==> config.mk <==
export PLATFORM = sky130hd
export DESIGN_NAME = ascon_ctrl_fsm
export DESIGN_NICKNAME = d
export VERILOG_FILES = /design/src/rtl/ascon_ctrl_fsm_pkg.sv /design/src/rtl/ascon_ctrl_fsm_round_cnt.sv /design/src/rtl/ascon_ctrl_fsm.sv
export SDC_FILE = /design/constraint.sdc
export NUM_CORES = 1
export LEC_CHECK = 0
export CAP_MARGIN = 20
export CORE_MARGIN = 10
export CORE_UTILIZATION = 30
export DETAILED_ROUTE_END_ITERATION = 12
export GPL_ROUTABILITY_DRIVEN = 0
export MAX_ROUTING_LAYER = met4
export PLACE_DENSITY_LB_ADDON = 0.08
export RECOVER_POWER = 50
export SLEW_MARGIN = 20
export SYNTH_ARGS = -nofsm -noshare
export SYNTH_HDL_FRONTEND = slang
export SYNTH_HIERARCHICAL = 1
export SYNTH_SLANG_ARGS = --single-unit
export TNS_END_PERCENT = 50
==> constraint.sdc <==
create_clock -name clk_i -period 2.5 [get_ports clk_i]
set_input_delay 0.25 -clock clk_i [delete_from_list [all_inputs] [get_ports clk_i]]
set_output_delay 0.25 -clock clk_i [all_outputs]
set_load 0.05 [all_outputs]
==> src/rtl/ascon_ctrl_fsm_pkg.sv <==
// Shared types and constants for the ASCON sequencing controller.
// ASCON_HASH_EN enables the hash mode (mode 2) and its squeeze phase.
package ascon_cfg;

  typedef enum logic [3:0] {
    ST_IDLE,
    ST_INIT,
    ST_KEY_INIT,
    ST_AD_WAIT,
    ST_AD_PERM,
    ST_DOM_SEP,
    ST_TXT_WAIT,
    ST_TXT_PERM,
    ST_KEY_FIN,
    ST_FINAL,
    ST_TAG,
    ST_SQZ_PERM,
    ST_SQZ_OUT
  } ctrl_state_e;

  typedef enum logic [1:0] {
    MODE_ENC  = 2'd0,
    MODE_DEC  = 2'd1,
    MODE_HASH = 2'd2,
    MODE_RSVD = 2'd3
  } ascon_mode_e;

  localparam int HASH_OUT_BLOCKS = 4;
  localparam int MAX_ROUNDS      = 12;

  // Modes that launch an operation; anything else leaves the controller idle.
  function automatic logic mode_supported(input logic [1:0] m);
`ifdef ASCON_HASH_EN
    return (m == MODE_ENC) || (m == MODE_DEC) || (m == MODE_HASH);
`else
    return (m == MODE_ENC) || (m == MODE_DEC);
`endif
  endfunction

endpackage

==> src/rtl/ascon_ctrl_fsm_round_cnt.sv <==
// Loadable 4-bit round down-counter; holds at zero and reports the
// round-constant index as MAX_ROUNDS-1-cnt.
module round_cnt
  import ascon_cfg::*;
(
  input  logic       clk_i,
  input  logic       rst_n_i,
  input  logic       load_i,
  input  logic [3:0] val_i,
  input  logic       en_i,
  output logic       zero_o,
  output logic [3:0] idx_o
);

  logic [3:0] cnt_q, cnt_d;

  always_comb begin
    cnt_d = cnt_q;
    if (load_i) begin
      cnt_d = val_i;
    end else if (en_i && (cnt_q != 4'd0)) begin
      cnt_d = cnt_q - 4'd1;
    end
  end

  always_ff @(posedge clk_i or negedge rst_n_i) begin
    if (!rst_n_i) begin
      cnt_q <= 4'd0;
    end else begin
      cnt_q <= cnt_d;
    end
  end

  assign zero_o = (cnt_q == 4'd0);
  assign idx_o  = 4'(MAX_ROUNDS - 1) - cnt_q;

endmodule

==> src/rtl/ascon_ctrl_fsm.sv <==
// ASCON sequencing controller: phase FSM, round counter and Moore output decode.
// Optional hash/squeeze support is compiled in with ASCON_HASH_EN.
module ascon_ctrl_fsm
  import ascon_cfg::*;
#(
  parameter int unsigned ROUNDS_A = 12,
  parameter int unsigned ROUNDS_B = 6
) (
  input  logic        clk_i,
  input  logic        rst_n_i,
  input  logic        start_i,
  input  logic [1:0]  mode_i,
  input  logic        no_ad_i,
  input  logic        ad_valid_i,
  output logic        ad_ready_o,
  input  logic        txt_valid_i,
  output logic        txt_ready_o,
  input  logic        last_ad_flag_i,
  input  logic        invalid_flag_i,
  output logic        perm_en_o,
  output logic [3:0]  round_idx_o,
  output logic        xor_key_o,
  output logic        dom_sep_o,
  output logic        last_ad_flag_clr_o,
  output logic        last_cc_o,
  output logic        out_valid_o,
  output logic        busy_o,
  output ctrl_state_e dbg_state_o
);

  // Handshake: a block transfers on the rising edge where valid and ready are
  // both high; ready is decoded from state alone and valid may wait on ready.

  ctrl_state_e state_q, state_d;
  logic        no_ad_q, no_ad_d;
  logic        chk_q, chk_d;
  logic        is_hash;
  logic        sqz_last;

  logic        cnt_load;
  logic [3:0]  cnt_val;
  logic        cnt_zero;
  logic [3:0]  cnt_idx;

`ifdef ASCON_HASH_EN
  logic       hash_q, hash_d;
  logic [1:0] sqz_q, sqz_d;
  assign is_hash  = hash_q;
  assign sqz_last = (state_q == ST_SQZ_OUT) && (sqz_q == 2'(HASH_OUT_BLOCKS - 1));
`else
  assign is_hash  = 1'b0;
  assign sqz_last = 1'b0;
`endif

  round_cnt u_round_cnt (
    .clk_i   (clk_i),
    .rst_n_i (rst_n_i),
    .load_i  (cnt_load),
    .val_i   (cnt_val),
    .en_i    (perm_en_o),
    .zero_o  (cnt_zero),
    .idx_o   (cnt_idx)
  );

  always_comb begin
    state_d  = state_q;
    no_ad_d  = no_ad_q;
    chk_d    = chk_q;
    cnt_load = 1'b0;
    cnt_val  = 4'(ROUNDS_A - 1);
`ifdef ASCON_HASH_EN
    hash_d   = hash_q;
    sqz_d    = sqz_q;
`endif
    case (state_q)
      ST_IDLE: begin
        if (start_i && mode_supported(mode_i)) begin
          state_d  = ST_INIT;
          no_ad_d  = no_ad_i;
          cnt_load = 1'b1;
`ifdef ASCON_HASH_EN
          hash_d   = (mode_i == MODE_HASH);
          sqz_d    = 2'd0;
`endif
        end
      end
      ST_INIT: begin
        if (cnt_zero) state_d = is_hash ? ST_TXT_WAIT : ST_KEY_INIT;
      end
      ST_KEY_INIT: state_d = no_ad_q ? ST_DOM_SEP : ST_AD_WAIT;
      ST_AD_WAIT: begin
        if (ad_valid_i) begin
          state_d  = ST_AD_PERM;
          cnt_load = 1'b1;
          cnt_val  = 4'(ROUNDS_B - 1);
        end
      end
      ST_AD_PERM: begin
        if (cnt_zero) state_d = last_ad_flag_i ? ST_DOM_SEP : ST_AD_WAIT;
      end
      ST_DOM_SEP: state_d = ST_TXT_WAIT;
      ST_TXT_WAIT: begin
        if (txt_valid_i) begin
          state_d  = ST_TXT_PERM;
          cnt_load = 1'b1;
          cnt_val  = is_hash ? 4'(ROUNDS_A - 1) : 4'(ROUNDS_B - 1);
          chk_d    = !is_hash;
        end
      end
      ST_TXT_PERM: begin
        // The AEAD check cycle sees the flag set by the block just accepted.
        if (chk_q) begin
          chk_d = 1'b0;
          if (invalid_flag_i) state_d = ST_KEY_FIN;
        end else if (cnt_zero) begin
          if (invalid_flag_i) state_d = is_hash ? ST_SQZ_OUT : ST_KEY_FIN;
          else                state_d = ST_TXT_WAIT;
        end
      end
      ST_KEY_FIN: begin
        state_d  = ST_FINAL;
        cnt_load = 1'b1;
      end
      ST_FINAL: begin
        if (cnt_zero) state_d = ST_TAG;
      end
      ST_TAG: state_d = ST_IDLE;
`ifdef ASCON_HASH_EN
      ST_SQZ_OUT: begin
        sqz_d = sqz_q + 2'd1;
        if (sqz_last) begin
          state_d = ST_IDLE;
        end else begin
          state_d  = ST_SQZ_PERM;
          cnt_load = 1'b1;
        end
      end
      ST_SQZ_PERM: begin
        if (cnt_zero) state_d = ST_SQZ_OUT;
      end
`endif
      default: state_d = ST_IDLE;
    endcase
  end

  always_ff @(posedge clk_i or negedge rst_n_i) begin
    if (!rst_n_i) begin
      state_q <= ST_IDLE;
      no_ad_q <= 1'b0;
      chk_q   <= 1'b0;
`ifdef ASCON_HASH_EN
      hash_q  <= 1'b0;
      sqz_q   <= 2'd0;
`endif
    end else begin
      state_q <= state_d;
      no_ad_q <= no_ad_d;
      chk_q   <= chk_d;
`ifdef ASCON_HASH_EN
      hash_q  <= hash_d;
      sqz_q   <= sqz_d;
`endif
    end
  end

  assign perm_en_o = (state_q == ST_INIT) || (state_q == ST_AD_PERM) ||
                     (state_q == ST_FINAL) || (state_q == ST_SQZ_PERM) ||
                     ((state_q == ST_TXT_PERM) && !chk_q);
  assign round_idx_o = perm_en_o ? cnt_idx : 4'd0;
  assign xor_key_o   = (state_q == ST_KEY_INIT) || (state_q == ST_KEY_FIN) ||
                       (state_q == ST_TAG);
  assign dom_sep_o   = (state_q == ST_DOM_SEP);
  // Hash never passes DOM_SEP, so the AD flag is cleared on leaving INIT instead.
  assign last_ad_flag_clr_o = (state_q == ST_DOM_SEP) ||
                              ((state_q == ST_INIT) && cnt_zero && is_hash) ||
                              sqz_last;
  assign last_cc_o   = ((state_q == ST_FINAL) && cnt_zero) || sqz_last;
  assign out_valid_o = (state_q == ST_TAG) || (state_q == ST_SQZ_OUT);
  assign busy_o      = (state_q != ST_IDLE);
  assign ad_ready_o  = (state_q == ST_AD_WAIT);
  assign txt_ready_o = (state_q == ST_TXT_WAIT);
  assign dbg_state_o = state_q;

endmodule

==> results.md, run 1 <==
* Worst Hold Class: in2async
* Cell variety after synth at 42
* Initial Utilization at 0.3126
* Routed Antenna Nets at 0
* Crit share post-route at 0.9244
* Final std cells w/o fill at between 150 and 200
* Die area at approximately 0.0054 mm²
* CP startpoint kind: register
* Gr usage total at 0.09259
* Max cap viols at 0
* Total CTS buffers at 3
* Remaining DRCs at 0
* Layout area overhead at 40.35%
* Data required, critical path at between 2 and 2.5 ns
* Clk slew on worst S/H paths at ~0.060 ns
* Pins over their slew limit at 0
* WS Path Type: reg2out
* Top_reg_cell synth: dfrtp_1
* Hpwl dp at about 1.9 mm
* Cell taking the most area after synthesis: dfrtp_1
* Final Hold Viols at 0
* Synthesized cell area at 862.1 µm²
* Drt initial violations at between 40 and 50
* YS warnings at 6
* Initial antenna violation count at 0
* Setup Buffers After CTS at 0
* Sequential area share after synthesis at 0.2903
* First-pass GRT wire length at ~4 mm
* IO Port Bufs at 25
* Clock skew at roughly 0.0024 ns
* Total Nets Final at 146
* Post-synth ARST share at 1.000
* Total Wirelength at about 2.3 mm
* # setup viols final at 0
* Outcome: finished, final reports clean
* Tightest Pin Transition at just under 0.9 ns
* Syn_area_per_cell at around 8 µm²
* Drt via density at roughly 5.1
* Yosys reg bits at 10
* N_diodes at 0
* Critical Path AT at between 2 and 2.5 ns
* Post-synthesis cell count at roughly 110
* Core area at approximately 0.0028 mm²
* Via count at 836
* Largest net degree at the start of global routing at 25
* Fmax at 432.7 MHz
* Minimum clock period at between 2 and 2.5 ns
* Dominant cells by area after synthesis: dfrtp_1 (29%), inv_1 (3.9%), and2_1 (3.6%)
* Net Count, Synth at 120
* Placed insts at between 150 and 200
* Die Y at roughly 74 µm
* Synth top area share at 0.2903
* Die Width at 73.61 µm
* Vias in the first global route at 788
* Maximum clock insertion buffer count at 2
* Root buffer cell: clkbuf_4
* Slew Limit Headroom at 0.4109
* WL/cell at between 10 and 15 µm
* CTS tree: yes
* RSZ-0062 raised after global routing: false
* CTS sink count at 10
* Most common library cells after synthesis: dfrtp_1 (10), inv_1 (9), nor2_1 (8)
* Worst-path fanout max at 24
* Share of cells above drive strength 1 at 0.1742
* CP Capture Type: primary output
* First-pass DRT Iterations at 4
* Skew-Pair Late Insertion Delay at roughly 0.26 ns
* # fillers at between 200 and 300
* Ports at 27
* Row count at 19
* CTS H-Tree Depth at 1
* Number of synthesized flops with an enable pin at 0
* Congestion Overflow GR at 0
* Most common cell in the netlist: dfrtp_1
## registers in the layout (all words and copies together) (netlist names)
| name | count |
|---|---|
| no_ad_q | 1 |
| chk_q | 1 |
| u_round_cnt/cnt_q | 4 |
| dbg_state_o | 4 |
## timing repair
| item | CTS | global route |
|---|---|---|
| hold endpoints to repair | 0 | 0 |
| endpoints found under the setup margin | 0 | 4 |
| hold buffers | 0 | 0 |
| resized for setup | 0 | 1 |
## layer usage
layer / up-vias / share of wire / global-route usage / wire (µm)
met5: - / 0 / - / 0
met4: 0 / 0.019 / 0.02277 / 44
met3: 4 / 0.067 / 0.03903 / 155
met2: 23 / 0.44 / 0.1288 / 1035
met1: 381 / 0.47 / 0.1199 / 1093
li1: 428 / - / - / -
## path summary, 6_finish.rpt
path / endpoint / slack, ns / startpoint / cells past startpoint
max: busy_o / 0.19 / dbg_state_o[0] / 3
min: u_round_cnt/cnt_q[3] / 0.39 / rst_n_i / 1
max reg2reg: dbg_state_o[0] / 0.27 / dbg_state_o[2] / 6
min reg2reg: no_ad_q / 0.55 / no_ad_q / 1
max in group asynchronous: u_round_cnt/cnt_q[2] / 1.78 / rst_n_i / 1
min in group clk_i: no_ad_q / 0.55 / no_ad_q / 1
## cell families after synthesis
| logic type | share of synthesized area |
|---|---|
| other | 0.004350 |
| XOR/XNOR | 0.03048 |
| adder cells (fa/ha/maj) | 0.02902 |
| AO/OA/AOI/OAI | 0.2134 |
| buffers and inverters | 0.08562 |
| multiplexers | 0.06241 |
| flip-flops | 0.2903 |
| AND/OR/NAND/NOR | 0.2845 |
## stage by stage
stage / util / setup WS, ns / hold WS [ns] / setup TNS (ns) / instance area, µm²
6_report: 0.4387 / 0.1891 / 0.3888 / 0 / 1210
5_1_grt: 0.4387 / 0.02520 / 0.4031 / 0 / 1210
4_1_cts: 0.4419 / 0.1845 / 0.3282 / 0 / 1219
3_5_place_dp: 0.4338 / 0.2160 / 0.5417 / 0 / 1196
3_3_place_gp: 0.4338 / 0.2684 / 0.5549 / 0 / 1196
2_1_floorplan: - / -0.4591 / -0.04559 / -0.6580 / 879.6
## worst max-delay path, cell delays in order, from the launching register on
cell and delay (ns):
dfrtp_1 0.77, nor2_1 0.14, nand2_1 0.09, clkdlybuf4s50_1 0.80
## area by class of cell
cell class	instances	area, µm²	share of cell area
multi-input cells	81	556.8	0.4602
well taps	31	38.79	0.03206
inverters	9	33.78	0.02792
flip-flops and latches	10	250.2	0.2068
clock buffers	3	22.52	0.01861
repair buffers	29	307.8	0.2544
## placed cells by master, fill, tap and decap left out, drive strengths merged, types with 2 or more instances in the layout
| cell type | Yosys | routed |
|---|---|---|
| clkdlybuf4s50 | 0 | 13 |
| buf | 4 | 11 |
| dfrtp | 10 | 10 |
| inv | 9 | 9 |
| nor2 | 8 | 8 |
| nand2 | 7 | 7 |
| a21oi | 7 | 7 |
| o21ai | 7 | 7 |
| nor3 | 6 | 6 |
| clkbuf | 4 | 6 |
| and2 | 5 | 5 |
| nand3 | 4 | 4 |
| xnor2 | 3 | 3 |
| mux2 | 3 | 3 |
| nor2b | 2 | 2 |
| or3b | 2 | 2 |
| a311oi | 2 | 2 |
| mux2i | 2 | 2 |
| dlygate4sd3 | 0 | 2 |
| ha | 2 | 2 |
| nor4b | 2 | 2 |
| nor4 | 2 | 2 |
| or2 | 2 | 2 |
| a21boi | 2 | 2 |
Power of run 1 is left out: the tool's default activity adds up to more than one toggle a clock period on the data nets, which glitch-free logic cannot reach.
==> run 2, diff against run 1 <==
--- a/config.mk
+++ b/config.mk
@@ -7,7 +7,7 @@
 export LEC_CHECK = 0
 export CAP_MARGIN = 20
 export CORE_MARGIN = 10
-export CORE_UTILIZATION = 30
+export CORE_UTILIZATION = 43
 export DETAILED_ROUTE_END_ITERATION = 12
 export GPL_ROUTABILITY_DRIVEN = 0
 export MAX_ROUTING_LAYER = met4
==> results.md, run 2 (synthesized netlist as in run 1, its figures left out) <==
* Outcome: finished, final reports clean
* Root buffer cell: clkbuf_4
* Total Wirelength at 2.203 mm (-5.4%)
* Post-CTS Hold Fix Bufs at 0 (unchanged)
* Vias in the first global route at 838 (+6.3%)
* Final setup margin at 0.1988 ns (+0.009658 ns)
* Critical Path AT at 2.05 ns (about the same)
* Metal3 WL at 133 µm (-14%)
* RSZ-0062 raised after global routing: false
* CTS H-Tree Depth at 1 (unchanged)
* Data required, critical path at 2.25 ns (about the same)
* Minimum clock period at 2.301 ns (-0.009658 ns)
* CTS sink count at 10 (unchanged)
* Drt initial violations at 35 (-19%)
* Drt via density at 5.272 (+2.8%)
* Worst Hold Class: in2async
* N_diodes at 0 (unchanged)
* Die Y at 64.78 µm (-12%)
* CP Capture Type: primary output
* Clock skew at 0.0008314 ns (-0.001604 ns)
* Initial antenna violation count at 0 (unchanged)
* Initial Utilization at 0.4439 (+0.1313)
* WS Path Type: reg2out
* Crit share post-route at 0.9205 (-0.003863)
* Share of cells above drive strength 1 at 0.1832 (+0.008964)
* R2R cell count at 5 (-1)
* # setup viols final at 0 (unchanged)
* Skew-Pair Late Insertion Delay at 0.25 ns (about the same)
* Total CTS buffers at 3 (unchanged)
* Maximum clock insertion buffer count at 2 (unchanged)
* Commonest non-fill, non-tap cells in the layout: clkdlybuf4s50_1 (11), inv_1 (9), dfrtp_1 (9)
* IO Port Bufs at 25 (unchanged)
* Core Util, Final at 0.6192 (+0.1805)
* Largest net degree at the start of global routing at 25 (unchanged)
* Clk slew on worst S/H paths at 0.06 ns (about the same)
* WL/cell at 13.94 µm (-2.4%)
* Pins over their slew limit at 0 (unchanged)
* Worst-path fanout max at 8 (-67%)
* Final Hold Viols at 0 (unchanged)
* Worst R2R Setup Slack at 0.36 ns (+0.09 ns)
* Tightest Pin Transition at 0.8673 ns (-0.008805 ns)
* Highest metal used: met3
* Layout area overhead at 39.48%
* Congestion Overflow GR at 0 (unchanged)
* Commonest non-fill, non-tap cell in the layout: clkdlybuf4s50_1
* Placement Setup Slack at 0.2415 ns (+0.02546 ns)
* Via count at 833 (-0.36%)
* Core area at 0.001942 mm² (-30%)
* Slew Limit Headroom at 0.4169 (+0.005920)
* Total Nets Final at 145 (-0.68%)
* WL met1 at 1.017 mm (-7.0%)
* CTS tree: yes
* Met2 wire len at 1.051 mm (+1.5%)
* Ports at 27 (unchanged)
* Fmax at 434.6 MHz (+0.42%)
* Die Width at 64.78 µm (-12%)
* Gr usage total at 0.1113 (+0.01872)
* Hpwl dp at 1.828 mm (-2.7%)
* Max cap viols at 0 (unchanged)
* Die area at 0.004196 mm² (-23%)
* CP startpoint kind: register
* Final std cells w/o fill at 158 (-3.1%)
* Remaining DRCs at 0 (unchanged)
* Row count at 16 (-3)
* First-pass DRT Iterations at 4 (unchanged)
* Placed insts at 155 (-3.1%)
* Routed Antenna Nets at 0 (unchanged)
* First-pass GRT wire length at 3.774 mm (-4.0%)
run 2: changes by cell type in the layout (fill, tap and decap cells not counted):
cell and delta:
clkbuf_2 -1, dlygate4sd3_1 +2, clkdlybuf4s50_1 -2, nor4b_1 +1
clkbuf_1 -2, nor4b_2 -1, dfrtp_1 -1, buf_4 +2
dfrtp_2 +1
run 2: area by class of cell:
type                            count  area [µm²]
Timing Repair Buffer               28       310.3
Multi-Input combinational cell     81       550.5
Tap cell                           27       33.78
Inverter                            9       33.78
Fill cell                         180       739.5
Clock buffer                        3       22.52
Sequential cell                    10       251.5
run 2: final timing paths:
path,from,endpoint
worst max-delay path,dbg_state_o[1],out_valid_o
worst min-delay path,rst_n_i,no_ad_q
worst max register to register,dbg_state_o[0],dbg_state_o[1]
worst min register to register,no_ad_q,no_ad_q
max in group asynchronous,rst_n_i,dbg_state_o[2]
min in group clk_i,no_ad_q,no_ad_q
run 2: what timing repair did:
item,CTS,global route
resized for setup,0,1
setup buffers,0,0
setup endpoints to repair,0,5
run 2: through the flow:
step                cell area (µm²)  TNS [ns]  hold WS, ns
global route                   1202         0       0.3881
detailed placement             1184         0       0.5353
finish                         1202         0       0.3859
CTS                            1206         0       0.3158
floorplan                     879.6   -0.6580     -0.04559
global placement               1184         0       0.5444
run 2: routing by layer:
layer | GRT usage | vias to the layer above
li1 | - | 427
met1 | 0.1278 | 386
met2 | 0.1773 | 20
met3 | 0.04639 | 0
met4 | 0.02406 | 0
met5 | - | -
run 2: worst max-delay path: stages, from the launching register on:
cell	delay, ns
dfrtp_1	0.47
buf_4	0.20
xnor2_1	0.12
nor3b_1	0.18
clkdlybuf4s50_1	0.83
Power of run 2 is left out for the same reason.
